## config.mk

```make
export PLATFORM = sky130hd
export DESIGN_NAME = reg_file_wb
export DESIGN_NICKNAME = d
export VERILOG_FILES = /design/src/rtl/reg_file_wb.sv
export SDC_FILE = /design/constraint.sdc
export NUM_CORES = 2
export LEC_CHECK = 0
export BUFFER_PORTS_ARGS = -buffer_cell sky130_fd_sc_hd__buf_2
export CORE_MARGIN = 3
export CORE_UTILIZATION = 60
export CTS_BUF_LIST = sky130_fd_sc_hd__clkbuf_2
export DETAILED_ROUTE_END_ITERATION = 7
export HOLD_SLACK_MARGIN = 0.03
export PLACE_DENSITY_LB_ADDON = 0.08
export RECOVER_POWER = 100
export SYNTH_ARGS = -nofsm -noshare
export SYNTH_HDL_FRONTEND = slang
export SYNTH_SLANG_ARGS = --single-unit
export TNS_END_PERCENT = 100
```

## constraint.sdc

```tcl
create_clock -name clk -period 3.1 [get_ports clk]
set_clock_uncertainty 0.1 [all_clocks]
set_input_delay 0.31 -clock clk [delete_from_list [all_inputs] [get_ports clk]]
set_output_delay 0.31 -clock clk [all_outputs]
set_load 0.005 [all_outputs]
```

## src/rtl/reg_file_wb.sv

```systemverilog
// Purpose : RV32I architectural register file and write-back stage. x0 is hardwired to zero, and a debug counter tracks retired writes.
// Latency : a write commits on the edge it is presented. Read data is registered and appears one cycle after rd_op. A same-edge write is bypassed to the read.
// Backpressure: none. A read can be issued every cycle, and the write port accepts one write per cycle.
// Ports   : clk/rst (synchronous, active-high)
//           reg_w_op/reg_w_reg_idx/reg_w_reg_val: write request
//           rd_op/reg_rs1/reg_rs2: read request
//           reg_rs1_val/reg_rs2_val/rd_valid: registered read response
//           wb_count/wb_last_idx: debug count of committed writes and index of the last one
module reg_file_wb #(
    parameter int XLEN      = 32,
    parameter int REG_IDX_W = 5,
    parameter int CNT_W     = 32
) (
    input  logic                 clk,
    input  logic                 rst,
    input  logic                 reg_w_op,
    input  logic [REG_IDX_W-1:0] reg_w_reg_idx,
    input  logic [XLEN-1:0]      reg_w_reg_val,
    input  logic                 rd_op,
    input  logic [REG_IDX_W-1:0] reg_rs1,
    input  logic [REG_IDX_W-1:0] reg_rs2,
    output logic [XLEN-1:0]      reg_rs1_val,
    output logic [XLEN-1:0]      reg_rs2_val,
    output logic                 rd_valid,
    output logic [CNT_W-1:0]     wb_count,
    output logic [REG_IDX_W-1:0] wb_last_idx
);

    localparam int NREG = 1 << REG_IDX_W;

    logic [XLEN-1:0]      regs_q [NREG];
    logic [XLEN-1:0]      rs1_val_q, rs1_val_d;
    logic [XLEN-1:0]      rs2_val_q, rs2_val_d;
    logic                 rd_valid_q, rd_valid_d;
    logic [CNT_W-1:0]     wb_count_q, wb_count_d;
    logic [REG_IDX_W-1:0] wb_last_idx_q, wb_last_idx_d;
    logic                 commit;

    // A write to x0 is dropped entirely. It is neither stored nor counted.
    assign commit = reg_w_op && (reg_w_reg_idx != '0);

    always_comb begin
        rs1_val_d     = rs1_val_q;
        rs2_val_d     = rs2_val_q;
        rd_valid_d    = rd_op;
        wb_count_d    = wb_count_q;
        wb_last_idx_d = wb_last_idx_q;

        if (rd_op) begin
            // Resolution order is: zero for x0, then the same-edge write (bypass), then storage.
            if (reg_rs1 == '0)
                rs1_val_d = '0;
            else if (commit && (reg_rs1 == reg_w_reg_idx))
                rs1_val_d = reg_w_reg_val;
            else
                rs1_val_d = regs_q[reg_rs1];

            if (reg_rs2 == '0)
                rs2_val_d = '0;
            else if (commit && (reg_rs2 == reg_w_reg_idx))
                rs2_val_d = reg_w_reg_val;
            else
                rs2_val_d = regs_q[reg_rs2];
        end

        if (commit) begin
            wb_count_d    = wb_count_q + CNT_W'(1);
            wb_last_idx_d = reg_w_reg_idx;
        end
    end

    always_ff @(posedge clk) begin
        if (rst) begin
            for (int i = 0; i < NREG; i++) regs_q[i] <= '0;
            rs1_val_q     <= '0;
            rs2_val_q     <= '0;
            rd_valid_q    <= 1'b0;
            wb_count_q    <= '0;
            wb_last_idx_q <= '0;
        end else begin
            if (commit) regs_q[reg_w_reg_idx] <= reg_w_reg_val;
            rs1_val_q     <= rs1_val_d;
            rs2_val_q     <= rs2_val_d;
            rd_valid_q    <= rd_valid_d;
            wb_count_q    <= wb_count_d;
            wb_last_idx_q <= wb_last_idx_d;
        end
    end

    assign reg_rs1_val = rs1_val_q;
    assign reg_rs2_val = rs2_val_q;
    assign rd_valid    = rd_valid_q;
    assign wb_count    = wb_count_q;
    assign wb_last_idx = wb_last_idx_q;

endmodule

```

# Word level (Yosys, flattened, before mapping)
# Memory sizes are Yosys's and may differ from the RTL's.
# Cells that the tools add are included.
# totals
input_bits	51
n_memories	1
romBits	0
output_inout_bits	102
ram_bits	1024
elab_cells	28
latch_bits	0
register_bits	102
# mem_list
memory	depth	word_bits	read_ports	rd_clocked_by_memory_dff	wr	line	source
regs_q	32	32	2	0	32	31	logic [XLEN-1:0] regs_q [NREG];
# op_classes
bitwise_logic	0
div	0
n_eq_ne	2
add_sub_neg	1
mul	0
mux	12
reduce_logical	7
order_cmp	0
n_shift	0
# ops
operator	n
$mux 32	5
$add 32x1->32 const B	1
$reduce_or 32->1	1
$eq 5x5->1	2
$logic_not 5->1	2
$mux 1	6
$mux 5	1
$reduce_bool 5->1	1
$logic_and 1x1->1	3

# Logic depth before layout (Yosys ltp)
# depth
ltp_word	7
ltp_mapped	9

# Least setup slack after synthesis
# No wires, ideal clock.
# synth_path
kind	input port to flip-flop
start	input reg_w_reg_idx[0]
end	memory regs_q[28][0], enable pin
setup_slack_ns	0.639
t_arrival_ns	1.987
path_stages	7
path_buffers	3
path_cell_list	buf_4 > or2_1 > buf_4 > or3_1 > buf_2 > nor2_2 > or2_2
# synth_lines
item	line	source
from (decl)	17	input logic [REG_IDX_W-1:0] reg_w_reg_idx,
to (decl)	31	

==> metrics.md <==
| Metric | Value |
|---|---|
| P&R area growth vs syn | 11.9% |
| # nets final | 4359 |
| Crit path max fanout | 46 |
| Max-slew violation count | 558 |
| CTS tree | done |
| Final ANT Viol Nets | 0 |
| Initial antenna violation count | 15 |
| Power density over cell area | 499 nW/µm² |
| MaxCap Viol Count | 23 |
| Status | finished, violations left |
| Most common library cell in the layout ignoring fill and taps | edfxtp_1 |
| Syn Std Cell Area | 57300 µm² |
| Global-route usage over all layers | 40.4% |
| Leading cell types in the layout, fill and taps excluded | 1024 x edfxtp_1, 523 x and2_1, 504 x mux4_2 |
| Die Area | 99300 µm² |
| Critical Path RT | 4.09 ns |
| Gr ovfl total | 0 |
| Vias in the first global route | 41800 |
| Port Buf Inserts | 152 |
| Final setup margin | -0.183 ns |
| First-pass GRT wire length | 283 mm |
| Detailed-placement wirelength estimate | 118 mm |
| Die W | 315 µm |
| Floorplan core area | 94000 µm² |
| I/O pin count | 153 |
| Fin crit period | 3.28 ns |
| Starting Density | 61.0% |
| Root Driver | clkbuf_2 |
| Async set or reset register ratio after synthesis | 0% |
| Mapped Cells | 3843 |
| Area share of the largest cell type after synthesis | 53.6% |
| Peak supply drop | 0.000365 V |
| Num rows | 112 |
| Worst-Skew Late Latency | 1.56 ns |
| Largest net degree at the start of global routing | 65 |
| DRC | 0 |
| Post-CTS Repair Setup Buffers | 0 |
| Setup TNS | -3.96 ns |
| Period utilization | 106% |
| Post-layout util | 68.3% |
| Fmax | 0.305 GHz |
| Final Instance Count excl. Fillers | 5769 |
| Worst Max-Slew Pin Slew | 2.62 ns |
| Final Setup Violations | 62 |
| GP Congestion | 0.924 |
| Top cells by area, synth | edfxtp_1 54%, mux4_2 20%, and2_1 11% |
| Via/cell ratio | 6.98 |
| Min-Delay Path Class | in -> reg |
| Largest buffer count on any clock path | 4 |
| Ys flop type | edfxtp_1 |
| Fraction of layout cells with a size suffix above 1 | 27.9% |
| Synth unique cells | 50 |
| Pre-CTS WS | 0.267 ns |
| Vias | 40300 |
| CP endpoint kind | flip-flop |
| Synth Register Bits | 1126 |
| Worst slew margin | -74.8% |
| Final WL | 197 mm |
| Min Hold Slack | 0.242 ns |
| Area leader, netlist | edfxtp_1 |
| Post-synth EDFFs | 1024 |
| Register area share after synthesis | 57.2% |
| DRT Pass-1 Iters | 6 |
| RSZ-0062 raised after global routing | no |
| Critical path type | in -> reg |
| CTS buffer count | 304 |
| Endpoints failing hold | 0 |
| CTS sink cnt | 1126 |
| Startpoint Class | input pin |
| Clock transition at path regs | 0.15 ns |
| Die Span Y | 315 µm |
| H-Tree Level Count | 5 |
| CP arrival | 4.27 ns |
| Routed len/inst | 34.2 µm |
| Post-Place Cells | 5076 |
| Mean Syn Cell Area | 14.9 µm² |
| Synthesis Warnings | 0 |
| Pleak | 22.4 nW |
| Violated checks | max-capacitance violations, max-slew violations, negative setup slack |
| DR iter-0 viols | 6032 |
-- repair_timing --
item	in CTS	in global routing
gates resized for setup	0	3
hold buffers	180	1
setup endpoints to repair	0	18
endpoints found under the hold margin	2109	1
-- metal layers --
metal,share of wire [%],global-route usage [%]
met4,6.6,22.8
met1,33,51.1
met3,14,12.2
met2,47,62.7
met5,0.027,0
-- worst paths after layout --
check | to | from | slack [ns] | depth (start not counted)
max | regs_q[23][9] | rst | -0.18 | 6
min | wb_count[1] | reg_w_reg_idx[4] | 0.24 | 7
max reg2reg | wb_count[30] | wb_count[1] | 0.28 | 6
min reg2reg | wb_count[30] | wb_count[30] | 0.41 | 2
-- worst max-delay path, cell delays in order --
cell	delay, ns
dlygate4sd3_1	0.54
buf_4	0.15
dlygate4sd3_1	0.81
buf_4	0.69
or2_0	0.97
clkbuf_2	0.76
-- kinds of logic after synthesis --
group                      share of synthesized area, %
adders and majority gates                        0.0218
other                                           0.00654
and+or+nand+nor                                    14.0
xor gates and xnor gates                          0.458
muxes                                              21.2
AOI/OAI and AO/OA                                  4.04
buffers and inverters                              3.11
DFF                                                57.2
-- where the power goes --
part | internal [mW] | switching, mW | leakage [nW] | total (mW)
sequential | 17.4 | 0.502 | 10.6 | 17.9
combinational | 1.80 | 2.29 | 9.79 | 4.09
clock | 3.85 | 6.22 | 1.99 | 10.1
total | 23.0 | 9.01 | 22.4 | 32.1
-- cells in the mapped netlist (all sizes together), types with 14 or more instances --
cell,number
dfxtp,102
xnor2,18
mux4,504
a21oi,15
or4,32
clkbuf,289
and2,996
o22ai,187
mux2i,80
buf,117
a22oi,70
nor2,59
or3,14
a211oi,31
nand3,51
edfxtp,1024
nand2,90
o21ai,42
or2,34
-- final cells by class --
cell class | instances | area, µm²
Antenna cell | 4 | 10.0
Clock buffer | 443 | 2220
Clock inverter | 67 | 287
Fill cell | 6667 | 29800
Inverter | 4 | 15.0
Multi-Input combinational cell | 2338 | 23000
Sequential cell | 1126 | 32800
Tap cell | 1254 | 1570
Timing Repair Buffer | 533 | 4330
-- state kept, by name (all words and copies together) (netlist names) --
signal	flops
wb_count	32
reg_rs1_val	32
regs_q	1024
rd_valid	1
reg_rs2_val	32
wb_last_idx	5
-- metrics by stage --
| stage | power, mW | area (µm²) |
|---|---|---|
| floorplan | 20.4 | 57500 |
| global placement | 21.9 | 60500 |
| detailed placement | 22.0 | 60500 |
| CTS | 32.1 | 64900 |
| global route | 33.2 | 64200 |
| finish | 32.1 | 64200 |
Power figures use the tool's default switching activity.
